$ cat src/rtl/cm163_count_reg.sv
// Presettable binary counter built from NIBBLES cascaded 4-bit slices. Clear and load each take effect at the next edge.
// Each wrap gives a one-cycle tc_pulse and sets a sticky ovf. Load backpressure is ld_ready, low during reset and clr.
module cm163_count_reg #(
  parameter int                   NIBBLES      = 4,
  parameter bit                   RELOAD_ON_TC = 1'b0,
  parameter logic [4*NIBBLES-1:0] RELOAD_VAL   = '0
) (
  input  logic                   clk,
  input  logic                   rst,
  input  logic                   clr,
  input  logic                   ld_valid,
  output logic                   ld_ready,
  input  logic [4*NIBBLES-1:0]   ld_data,
  input  logic                   en_p,
  input  logic                   en_t,
  output logic [4*NIBBLES-1:0]   cnt,
  output logic                   rco,
  output logic                   tc_pulse,
  output logic                   ovf,
  input  logic                   ovf_clr
);

  localparam int W = 4 * NIBBLES;

  logic [W-1:0]     r_cnt;
  logic             r_tc;
  logic             r_ovf;
  logic             r_ready;

  logic [NIBBLES:0] w_carry;
  logic [W-1:0]     w_cnt_inc;
  logic [W-1:0]     w_cnt_nxt;
  logic             w_count;
  logic             w_ld_acc;
  logic             w_wrap;

  assign w_count    = en_p & en_t;
  assign w_carry[0] = w_count;
  assign ld_ready   = r_ready & ~clr;
  assign w_ld_acc   = ld_valid & ld_ready;

  // A slice advances only when every lower slice is all ones.
  for (genvar g = 0; g < NIBBLES; g++) begin : g_slice
    assign w_cnt_inc[4*g +: 4] = r_cnt[4*g +: 4] + {3'b000, w_carry[g]};
    assign w_carry[g+1]        = w_carry[g] & (&r_cnt[4*g +: 4]);
  end

  assign w_wrap = w_carry[NIBBLES] & ~clr & ~w_ld_acc;

  always_comb begin
    w_cnt_nxt = r_cnt;
    if (clr) begin
      w_cnt_nxt = '0;
    end else if (w_ld_acc) begin
      w_cnt_nxt = ld_data;
    end else if (w_carry[NIBBLES]) begin
      w_cnt_nxt = RELOAD_ON_TC ? RELOAD_VAL : '0;
    end else if (w_count) begin
      w_cnt_nxt = w_cnt_inc;
    end
  end

  always_ff @(posedge clk) begin
    if (rst) begin
      r_cnt   <= '0;
      r_tc    <= 1'b0;
      r_ovf   <= 1'b0;
      r_ready <= 1'b0;
    end else begin
      r_cnt   <= w_cnt_nxt;
      r_tc    <= w_wrap;
      r_ovf   <= w_wrap | (r_ovf & ~ovf_clr);
      r_ready <= 1'b1;
    end
  end

  assign cnt      = r_cnt;
  assign tc_pulse = r_tc;
  assign ovf      = r_ovf;
  assign rco      = en_t & (&r_cnt);

endmodule
$ cat config.mk
export PLATFORM = sky130hd
export DESIGN_NAME = cm163_count_reg
export DESIGN_NICKNAME = d
export VERILOG_FILES = /design/src/rtl/cm163_count_reg.sv
export SDC_FILE = /design/constraint.sdc
export NUM_CORES = 1
export LEC_CHECK = 0
export BUFFER_PORTS_ARGS = -buffer_cell sky130_fd_sc_hd__buf_2
export CAP_MARGIN = 0
export CORE_MARGIN = 4
export CORE_UTILIZATION = 48
export CTS_CLUSTER_SIZE = 20
export DETAILED_ROUTE_END_ITERATION = 8
export GPL_ROUTABILITY_DRIVEN = 0
export PLACE_DENSITY = 0.87
export SLEW_MARGIN = 20
export SYNTH_ARGS = -nofsm -noshare
export SYNTH_HDL_FRONTEND = slang
export SYNTH_SLANG_ARGS = --single-unit
$ cat constraint.sdc
create_clock -name clk -period 2 [get_ports clk]
set_clock_uncertainty 0.1 [all_clocks]
set_input_delay 0.2 -clock clk [delete_from_list [all_inputs] [get_ports clk]]
set_output_delay 0.2 -clock clk [all_outputs]
set_load 0.03 [all_outputs]
* Yosys cells after proc, flatten, opt, wreduce, memory -nomap -nowiden *
Cells that the tools add are included.

word-level totals
  register bits after elaboration = 19
  input port bits = 23
  logic and storage cells = 34

operators by class
  add/sub/neg operators = 4
  muxes and demuxes = 4
  bitwise operators = 15
  reduce and logical (&&, ||, !) cells = 7

operators with widths
  operator            count
  $mux W16            3
  $add A4 B1 Y4       4
  $reduce_and A16 Y1  1
  $reduce_and A4 Y1   4
  $and A1 B1 Y1       11
  $not A1 Y1          3
  $reduce_bool A3 Y1  1
  $reduce_or A2 Y1    1
  $mux W1             1
  $or A1 B1 Y1        1

* Logic depth before layout (Yosys ltp) *
Gate-level depths: netlist (run 1).

  depth in word-level cells = 8
  depth in mapped cells = 9
  mapped depth without buffers = 9

* Least setup slack after synthesis (run 1) *
Ideal clock, no wire load.

  path type = reg2reg
  start point = register r_cnt[1], in the netlist cnt[1]
  end point = register r_cnt[14], in the netlist cnt[14]
  setup time = 0.075 ns
  data arrival time = 1.780 ns
  required time = 1.825 ns
  path slack = 0.046 ns
  stages on the path, launching flop included = 10
  path buffers = 0
  path through = dfxtp_1 and3_1 nand3_2 nor3_1 ha_1 ha_1 nand3_1 nor3_1 a21oi_1 o22ai_1

on the way
  word-level cells in the longest chain between the ends = 8
  elaborated cells on any way between the ends = 10
  classes of those cells = add/sub (1); mux (3); bitwise (4); reduce/logical (2)

RTL lines
  item                           line  source
  from (decl)                    25    logic [W-1:0] r_cnt;
  from (signal assigned)         70    r_cnt <= w_cnt_nxt;
  $reduce_and A4 Y1 *            45    assign w_carry[g+1] = w_carry[g] & (&r_cnt[4*g +: 4]);
  $and A1 B1 Y1 * (3 in series)  45
  $add A4 B1 Y4                  44    assign w_cnt_inc[4*g +: 4] = r_cnt[4*g +: 4] + {3'b000, w_carry[g]};
  $mux W16                       58    end else if (w_count) begin
  $mux W16                       56    end else if (w_carry[NIBBLES]) begin
  $mux W16                       54    end else if (w_ld_acc) begin

Mark *: on every way between the ends. The rest lies on a longest branch, timed or not. The select of a mux whose other input is x is not followed.
A chain may end at the register's enable or synchronous reset.

* Worst setup path in the final report (run 1) *
  start point = register r_cnt[6], in the netlist cnt[6]
  end point = output rco

on the way
  word-level cells in the longest chain between the ends = 2

RTL lines
  item                line  source
  $reduce_and A16 Y1  80    assign rco = en_t & (&r_cnt);
  $and A1 B1 Y1       80
  to (decl)           17    output logic rco,

No other way between the ends.

==> results of run 1 <==
==> cells by family (layout without fill, tap and decap cells) <==
| logic type | after synthesis | count (layout) |
|---|---|---|
| AOI/OAI and AO/OA | 36 | 36 |
| DFF | 19 | 19 |
| and+or+nand+nor | 51 | 51 |
| buffers and inverters | 9 | 53 |
| muxes | 8 | 8 |
| adders and majority gates | 8 | 8 |
==> cell type report <==
class / count / area (um^2) / share of cell area
Clock buffer: 4 / 26.3 / 0.0187
Inverter: 5 / 18.8 / 0.0134
Multi-Input combinational cell: 103 / 716 / 0.509
Sequential cell: 19 / 384 / 0.273
Tap cell: 28 / 35.0 / 0.0249
Timing Repair Buffer: 44 / 225 / 0.160
==> routing by layer <==
layer,vias up,part of all wire
li1,583,-
met1,522,0.41
met2,62,0.47
met3,13,0.087
met4,0,0.027
met5,-,0
==> registers in the layout (all words and copies together), names as in the netlist <==
signal and count:
ovf 1, tc_pulse 1, r_ready 1, cnt 16
==> layout by cell type, fill, tap and decap left out, drive strengths merged <==
cell type and instances:
buf 44, dfxtp 19, nand2 13, a21oi 12, nor2 11, a211oi 9, nand3 9, mux2i 8
ha 8, nor3 6, inv 5, o22ai 4, o22a 4, clkbuf 4, o21ai 3, nand4 3
a211o 2, and3 2, and2 1, and2b 1, and4 1, or2 1, a41o 1, and4bb 1
and3b 1, or3 1, a21o 1
==> per-stage QoR <==
| step | std cells | hold slack, ns | area [um^2] |
|---|---|---|---|
| final | 203 | -0.00329 | 1410 |
| after global routing | 203 | 0.000928 | 1410 |
| after CTS | 203 | 0.00189 | 1400 |
| after detailed placement | 198 | 0.309 | 1360 |
| after global placement | 198 | 0.295 | 1360 |
| after floorplan | 131 | 0.157 | 1150 |
==> repair_timing <==
| item | in CTS | in global routing |
|---|---|---|
| setup endpoints to repair | 1 | 5 |
| setup buffers | 1 | 0 |
| resized for setup | 0 | 4 |
| pin swaps | 1 | 0 |
| hold buffers | 0 | 0 |
==> where the power goes <==
| group | internal [mW] | leakage (nW) | switching, mW |
|---|---|---|---|
| Combinational | 0.0456 | 0.551 | 0.0622 |
| Clock | 0.0779 | 0.0150 | 0.125 |
| Sequential | 0.385 | 0.155 | 0.00819 |
| Total | 0.509 | 0.721 | 0.195 |
==> worst min-delay path by stage <==
stage          depth (start not counted)       to  slack, ns
6_report                               2  r_ready     -0.003
5_1_grt                                2  r_ready     0.0009
4_1_cts                                2  r_ready      0.002
3_5_place_dp                           2  r_ready       0.31
3_3_place_gp                           2  r_ready       0.30
2_1_floorplan                          1  r_ready       0.16
==> reports/qor.csv, run 1 <==
stage,metric,value,unit
power,cellPowerDensity,501,nW/um^2
synth,syn_area,1150,um^2
synth,synthesis.area_per_instance,8.76,um^2
route,detail_route.wl_per_cell,15.0,um
setup_path,slowest_stage,dfxtp_1,
floorplanning,die_extent_in_y,56.9,um
synth,post_synth_inst_count,131,
clock_network,clkSinkCount,19,
sta,whs,-0.00329,ns
global_route,use_met2,0.323,
setup_path,start_kind,flop,
global_route,grt.met3_usage,0.0552,
power,vdd_drop_max,0.366,mV
setup_path,critical_path.endpoint,rco,
route,drt_first_iter_violations,41,
synth,synth_commonest_cells,"dfxtp_1, a21oi_1, nand2_1, nor2_1, a211oi_1",
synth,post_synth_fa_ha_maj_area_fraction,0.0872,
sta,period_needed,1.91,ns
route,postRouteWirelength,3.04,mm
setup_path,setup.reg_to_reg.worst_slack,0.11,ns
floorplanning,initial_core_util,0.514,
power,power.total,704,uW
placed_design,detailedPlacementHpwl,2.34,mm
worst_hold_path,min-delay-start,rst,
clock_network,clk_pin_slew_worst_paths,0.11,ns
global_route,grtUsageMet1,0.234,
setup_path,timing.reg2reg.worst_path_depth,9,
route,detail_route.drc_violations,0,
sta,fmax,0.524,GHz
clock_network,clk_latency,0.30,ns
setup_path,critical_path_class,reg2out,
layout,finalNetCount,207,
layout,post-route-util,0.629,
setup_path,worst_path_largest_cell_delay,0.44,ns
sta,grt_setup_unrepaired,no,
synth,synth.ff_latch_count,19,
setup_path,timing.critical_path.cells,nand4_2 -> nor3_4 -> and4_1 -> buf_2,
sta,layout_setup_ws,0.0922,ns
flow_run,max-cap-violations,0,
sta,hold_viol_final,1,
sta,finalSetupTns,0,ns
synth,synth.yosys.warnings,0,
setup_path,worstSetupEndpointType,output port,
synth,synth_area_leader_cell,dfxtp_1,
clock_network,cts_made_buffers,3,
synth,synth_top_cells_by_area,"dfxtp_1, ha_1, mux2i_1",
synth,synth_compound_area_frac,0.212,
route,route.vias.total,1180,
layout,post_route_cells_drive_above_1_share,0.371,
setup_path,crit_family,simple AND/OR/NAND/NOR gates,
setup_path,critPathArrivalTime,1.61,ns
route,route.antenna.remaining_nets,0,
route,avgViaCountPerCell,5.81,
floorplanning,number_of_top_level_design_ports,43,
synth,synth.mux.area_fraction,0.0698,
global_route,top_usage_layer,met2,
synth,synth_top_family_by_area,simple AND/OR/NAND/NOR gates,
layout,layout-area-overhead-vs-synth,22.5,%
floorplanning,number_of_rows_in_the_core_area,17,
sta,final-setup-viol-count,0,
setup_path,r2r_start,cnt[1],
global_route,grt_pass1_wl,5.15,mm
setup_path,worst_setup_sp,cnt[6],
synth,synth_top_area_share,0.332,
synth,mappedNetlistNets,162,
floorplanning,area_of_the_die,3240,um^2
clock_network,cts_max_level,1,
synth,yosys.cell_count.top_type,dfxtp_1,
floorplanning,design.core.area,2230,um^2
global_route,antenna_found_initial,0,
route,dr.pass1.iters,4,
synth,synth_enable_flop_cells,0,
sta,slew_violations,0,
global_route,via_count_of_the_first_global_routing_pass,1157,
setup_path,critPathBufInv,1,
layout,fillers,203,
setup_path,crit_fanout,5,
floorplanning,fp.dieW,56.9,um
placed_design,buffer_ports.inserted,42,
synth,synth_async_sr_flop_share,0,
sta,timing.slew.headroom,0.665,
placed_design,placement.setup.worst_slack,0.0685,ns
setup_path,worst-path-stages,4,
clock_network,max-clock-path-buffers,2,
sta,fin_crit_sh,0.954,
clock_network,tritoncts,done,
setup_path,worstPathRequired,1.70,ns
setup_path,r2r-end,cnt[14],
worst_hold_path,hold_path_class,in2reg,
synth,yosys.area_share.xor_xnor,0,
synth,ys_dominant_reg_cell,dfxtp_1,
layout,antenna_cells_inserted,0,
power,power.leakage,0.721,nW
global_route,groute.usage.overall,0.196,
synth,synth.lib_cells_used.distinct,33,
synth,post_synth_and_or_nand_nor_area_fraction,0.251,
outcome,violations,negative hold slack,
global_route,largest_net_degree_at_the_start_of_global_routing,18,
sta,max_slew.worst_pin.slew,0.499,ns
synth,synth_sequential_area_ratio,0.332,
clock_network,cts_root_buffer,clkbuf_4,
global_route,aggregate_global_routing_overflow,0,
outcome,status,finished with violations,
(Power assumes the default switching activity.)
==> run 2: changes to the inputs <==
--- a/config.mk
+++ b/config.mk
@@ -8,11 +8,11 @@
 export BUFFER_PORTS_ARGS = -buffer_cell sky130_fd_sc_hd__buf_2
 export CAP_MARGIN = 0
 export CORE_MARGIN = 4
-export CORE_UTILIZATION = 48
+export CORE_UTILIZATION = 45
 export CTS_CLUSTER_SIZE = 20
 export DETAILED_ROUTE_END_ITERATION = 8
 export GPL_ROUTABILITY_DRIVEN = 0
-export PLACE_DENSITY = 0.87
+export PLACE_DENSITY = 0.83
 export SLEW_MARGIN = 20
 export SYNTH_ARGS = -nofsm -noshare
 export SYNTH_HDL_FRONTEND = slang
==> run 2 against run 1 <==
The flow now finishes without violations. Sequential power about the same. Combinational power about the same. Critical path type unchanged. First-iteration DRC count decreased by 9.8%. Critical path depth unchanged. Wire length increased by 4.6%. Largest cell class unchanged. Sequential share of layout area decreased by 0.19 points. Critical endpoint unchanged. Utilization decreased by 4.7 points. Die area increased by 5.7%. Setup slack improved by 0.020 ns. Final cell count increased by 1.5%. Via count decreased by 0.34%.
==> reports/qor.csv, run 2 (same netlist as run 1, synthesis figures left out) <==
stage,metric,value,unit,change
outcome,status,finished clean,,
route,route.vias.total,1176,,-0.34%
clock_network,cts_made_buffers,3,,unchanged
sta,hold_viol_final,0,,-1
sta,fmax,0.530,GHz,+1.1%
sta,finalSetupTns,0,ns,unchanged
power,p_sw,194,uW,-0.64%
setup_path,worst_setup_sp,cnt[6],,
power,net_switching_fraction_of_the_power,0.277,,-0.000933
floorplanning,number_of_rows_in_the_core_area,18,,+1
power,power_frac_seq,0.558,,about the same
global_route,grt_pass1_wl,5.11,mm,-0.80%
placed_design,placedInstanceArea,1370,um^2,+0.18%
setup_path,critical_path_class,reg2out,,
setup_path,worstPathRequired,1.70,ns,about the same
sta,grt_setup_unrepaired,yes,,
global_route,aggregate_global_routing_overflow,0,,unchanged
global_route,largest_net_degree_at_the_start_of_global_routing,18,,unchanged
setup_path,timing.critical_path.cells,nand4_2 -> nor3_4 -> and4_1 -> buf_2,,
layout,post_layout_nonfiller_instances,206,,+1.5%
layout,final_design_area_no_fill,1430,um^2,+1.7%
setup_path,slowest_stage,dfxtp_1,,
power,power.clock.fraction,0.285,,-0.003
power,power_report.internal_total,508,uW,-0.18%
placed_design,post-place-cells,200,,+1.0%
clock_network,cts_root_buffer,clkbuf_4,,
clock_network,clk_pin_slew_worst_paths,0.10,ns,about the same
setup_path,crit_fanout,5,,unchanged
layout,layout.cells.most_common,buf_2,,
layout,post_route_cells_drive_above_1_share,0.375,,+0.00357
power,vdd_drop_max,0.285,mV,-22%
placed_design,buffer_ports.inserted,42,,unchanged
layout,layout-area-overhead-vs-synth,24.5,%,
clock_network,clk_latency,0.31,ns,about the same
route,postRouteWirelength,3.18,mm,+4.6%
setup_path,timing.reg2reg.worst_path_depth,9,,unchanged
route,detail_route.drc_violations,0,,unchanged
worst_hold_path,holdPathEnd,cnt[1],,
setup_path,critPathArrivalTime,1.59,ns,-0.02 ns
floorplanning,area_of_the_die,3420,um^2,+5.7%
setup_path,r2r_start,cnt[2],,
global_route,via_count_of_the_first_global_routing_pass,1168,,+0.95%
route,dr.pass1.iters,4,,unchanged
clock_network,tritoncts,done,,
worst_hold_path,min-delay-start,ld_data[1],,
clock_network,max-clock-path-buffers,2,,unchanged
layout,antenna_cells_inserted,0,,unchanged
sta,slew_violations,0,,unchanged
layout,finalNetCount,208,,+0.48%
flow_run,max-cap-violations,0,,unchanged
setup_path,worst_path_largest_cell_delay,0.45,ns,about the same
global_route,antenna_found_initial,0,,unchanged
layout,max_reg_flops,16,,unchanged
sta,fin_crit_sh,0.944,,-0.00993
clock_network,cts_max_level,1,,unchanged
sta,period_needed,1.89,ns,-0.0199 ns
floorplanning,initial_core_util,0.467,,-0.0463
worst_hold_path,min_path_cells,3,,+1
power,combPwrFrac,0.157,,+0.004
setup_path,start_kind,flop,,
power,power.total,702,uW,-0.31%
floorplanning,design.core.area,2450,um^2,+9.9%
power,power.leakage,0.723,nW,+0.17%
clock_network,clkSinkCount,19,,unchanged
placed_design,detailedPlacementHpwl,2.45,mm,+4.7%
sta,timing.slew.headroom,0.703,,+0.0381
floorplanning,fp.dieW,58.5,um,+2.8%
route,avgViaCountPerCell,5.71,,-1.8%
setup_path,r2r-end,cnt[6],,
worst_hold_path,hold_path_class,in2reg,,
setup_path,worstSetupEndpointType,output port,,
floorplanning,die_extent_in_y,58.5,um,+2.8%
sta,max_slew.worst_pin.slew,0.442,ns,-0.0568 ns
global_route,groute.usage.overall,0.196,,-0.000717
route,drt_first_iter_violations,37,,-9.8%
route,route.antenna.remaining_nets,0,,unchanged
sta,final-setup-viol-count,0,,unchanged
setup_path,setup.reg_to_reg.worst_slack,0.13,ns,+0.02 ns
power,cellPowerDensity,491,nW/um^2,-2.0%
sta,whs,0.0734,ns,+0.0767 ns
sta,layout_setup_ws,0.112,ns,+0.0199 ns
floorplanning,number_of_top_level_design_ports,43,,unchanged
layout,final_cell_mix,"buf_2, dfxtp_1, nand2_1, a21oi_1, nor2_1",,
route,detail_route.wl_per_cell,15.4,um,+3.1%
placed_design,placement.setup.worst_slack,0.0753,ns,+0.00682 ns
layout,post-route-util,0.582,,-0.0471
==> run 2: worst max path at each step <==
stage	depth (start not counted)	end
4_1_cts	9	cnt[14]
5_1_grt	9	cnt[10]
6_report	4	rco
3_5_place_dp	9	cnt[14]
2_1_floorplan	9	cnt[14]
3_3_place_gp	9	cnt[14]
==> run 2: repair_timing <==
item	CTS	global route
pin swaps	1	1
endpoints found under the hold margin	1	0
buffers inserted	1	0
setup endpoints to repair	1	7
resized for setup	0	7
hold buffers	1	0
==> run 2: worst max-delay path, delay by kind of cell (launching register included) <==
family / cells / cell delay [ns]
AND/OR/NAND/NOR: 3 / 0.64
flip-flops: 1 / 0.45
buffers and inverters: 1 / 0.20
==> run 2: per-layer routing <==
metal	wire length, um	up-vias	global-route usage
met2	1510	39	0.317
li1	-	585	-
met1	1400	547	0.235
met3	215	5	0.0526
met4	47	0	0.103
met5	0	-	0
==> run 2: layout make-up <==
| cell class | count | area [um^2] |
|---|---|---|
| fill | 225 | 1030 |
| multi-input combinational | 103 | 723 |
| sequential | 19 | 388 |
| timing repair buffer | 45 | 235 |
| tap | 30 | 37.5 |
| clock buffer | 4 | 26.3 |
| inverter | 5 | 18.8 |
==> run 2: power by group through the flow <==
stage,Sequential [mW],Combinational (mW),Clock (mW)
final,0.392,0.110,0.200
after global routing,0.393,0.120,0.224
after CTS,0.393,0.110,0.204
after detailed placement,0.402,0.108,0
after global placement,0.401,0.104,0
after floorplan,0.411,0.0578,0
==> run 3: changes to the inputs <==
--- a/config.mk
+++ b/config.mk
@@ -12,6 +12,8 @@
 export CTS_CLUSTER_SIZE = 20
 export DETAILED_ROUTE_END_ITERATION = 8
 export GPL_ROUTABILITY_DRIVEN = 0
+export GPL_TIMING_DRIVEN = 0
+export MAX_ROUTING_LAYER = met4
 export PLACE_DENSITY = 0.83
 export SLEW_MARGIN = 20
 export SYNTH_ARGS = -nofsm -noshare
==> run 3 against run 2 <==
Wire length is 0.63% lower. Via count is 2.7% higher. Sequential power hardly changed. Register-to-register slack better by 0.03 ns.
==> reports/qor.csv, run 3 (same netlist as run 1, synthesis figures left out) <==
stage,metric,value,unit,change
power,vdd_drop_max,0.327,mV,+15%
power,cellPowerDensity,484,nW/um^2,-1.4%
sta,final-setup-viol-count,0,,unchanged
setup_path,timing.critical_path.cells,nand4_2 -> nor3_4 -> and4_1 -> buf_2,,
setup_path,worstSetupEndpointType,output port,,
placed_design,buffer_ports.inserted,42,,unchanged
clock_network,cts_made_buffers,3,,unchanged
setup_path,start_kind,flop,,
setup_path,critical_path_class,reg2out,,
outcome,status,finished clean,,
sta,period_needed,1.89,ns,-0.0000500 ns
floorplanning,number_of_top_level_design_ports,43,,unchanged
sta,finalSetupTns,0,ns,unchanged
setup_path,crit_family,simple AND/OR/NAND/NOR gates,,
clock_network,clkSinkCount,19,,unchanged
setup_path,worstPathRequired,1.70,ns,about the same
route,drt_first_iter_violations,62,,+68%
layout,antenna_cells_inserted,0,,unchanged
floorplanning,initial_core_util,0.467,,unchanged
setup_path,crit_fanout,4,,-1
power,power.leakage,0.747,nW,+3.3%
route,detail_route.wl_per_cell,15.1,um,-2.1%
sta,layout_setup_ws,0.112,ns,+0.0000500 ns
floorplanning,die_extent_in_y,58.5,um,unchanged
setup_path,critPathBufInv,1,,unchanged
global_route,largest_net_degree_at_the_start_of_global_routing,11,,-7
floorplanning,area_of_the_die,3420,um^2,unchanged
setup_path,worst_path_largest_cell_delay,0.43,ns,-0.02 ns
route,postRouteWirelength,3.16,mm,-0.63%
route,route.antenna.remaining_nets,0,,unchanged
global_route,groute.usage.overall,0.200,,+0.00448
floorplanning,number_of_rows_in_the_core_area,18,,unchanged
worst_hold_path,hold_path_class,in2reg,,
global_route,aggregate_global_routing_overflow,0,,unchanged
route,dr.pass1.iters,4,,unchanged
sta,max_slew.worst_pin.slew,0.449,ns,+0.00717 ns
global_route,via_count_of_the_first_global_routing_pass,1190,,+1.9%
route,detail_route.drc_violations,0,,unchanged
flow_run,max-cap-violations,0,,unchanged
route,avgViaCountPerCell,5.78,,+1.2%
clock_network,cts_max_level,1,,unchanged
floorplanning,design.core.area,2450,um^2,unchanged
clock_network,tritoncts,done,,
clock_network,clk_pin_slew_worst_paths,0.11,ns,about the same
floorplanning,fp.dieW,58.5,um,unchanged
layout,layout.cells.most_common,buf_2,,
sta,timing.slew.headroom,0.699,,-0.00481
global_route,grt_pass1_wl,5.21,mm,+2.0%
clock_network,max-clock-path-buffers,2,,unchanged
clock_network,cts_root_buffer,clkbuf_4,,
layout,finalNetCount,211,,+1.4%
sta,grt_setup_unrepaired,no,,
sta,whs,0.0752,ns,+0.00186 ns
layout,post_route_cells_drive_above_1_share,0.391,,+0.0161
sta,fmax,0.530,GHz,about the same
setup_path,slowest_stage,dfxtp_1,,
placed_design,placement.setup.worst_slack,0.0568,ns,-0.0185 ns
sta,slew_violations,0,,unchanged
global_route,antenna_found_initial,0,,unchanged
route,route.vias.total,1208,,+2.7%
sta,hold_viol_final,0,,unchanged
layout,final_cell_mix,"buf_2, dfxtp_1, nand2_1, a21oi_1, nor2_1",,
sta,fin_crit_sh,0.944,,about the same
setup_path,critPathArrivalTime,1.59,ns,about the same
clock_network,clk_latency,0.30,ns,about the same
placed_design,detailedPlacementHpwl,2.43,mm,-0.80%
layout,layout-area-overhead-vs-synth,27.3,%,
layout,max_reg_flops,16,,unchanged
==> run 3: cell types whose count changed in the layout (fill, tap and decap cells not counted), sizes merged <==
cell and delta:
buf +3
==> run 3: worst reg2reg max path, stage by stage (launching register included) <==
cell     delay, ns
dfxtp_2       0.39
and3_4        0.21
nand3_2       0.11
inv_2         0.16
ha_1          0.19
ha_1          0.16
nand3_1       0.08
nor3_1        0.16
a21oi_1       0.06
o22ai_1       0.14
==> run 3: area by class of cell <==
class                   instances  area, um^2
multi-input cells             103         726
fillers                       229         995
inverters                       5        18.8
plain buffers                   4        37.5
clock buffers                   4        26.3
flip-flops and latches         19         387
well taps                      30        37.5
repair buffers                 44         228
==> run 3: timing repair <==
action,CTS,global route
buffers inserted,1,0
endpoints found under the setup margin,1,6
endpoints found under the hold margin,1,0
resized for setup,0,7
pin swaps,1,0
hold buffers,1,0
==> run 3: metrics by stage <==
| step | cell area [um^2] | power [mW] | util | std cells |
|---|---|---|---|---|
| CTS | 1440 | 0.714 | 0.586 | 209 |
| finish | 1460 | 0.707 | 0.595 | 209 |
| detailed placement | 1400 | 0.515 | 0.568 | 203 |
| global placement | 1400 | 0.509 | 0.568 | 203 |
| global route | 1460 | 0.740 | 0.595 | 209 |
| floorplan | 1150 | 0.469 | - | 131 |
==> run 3: layer usage <==
layer	vias up	share of wire	GRT usage	routed length (um)
li1	588	-	-	-
met1	566	0.44	0.240	1370
met2	44	0.47	0.332	1490
met3	10	0.066	0.0285	208
met4	0	0.028	0.0894	89
met5	-	0	-	0
==> run 3: path summary, 6_finish.rpt <==
path | startpoint | to | slack [ns] | depth (start not counted)
worst max register to register | cnt[2] | cnt[6] | 0.16 | 9
worst max-delay path | cnt[7] | rco | 0.11 | 4
worst min register to register | ovf | ovf | 0.38 | 1
worst min-delay path | ld_data[5] | cnt[5] | 0.08 | 3
==> run 3: report_power, final <==
part	total [mW]	leakage (nW)	switching (mW)	internal, mW
clock network	0.199	0.0150	0.122	0.0778
registers	0.393	0.156	0.00853	0.384
logic	0.115	0.576	0.0637	0.0513
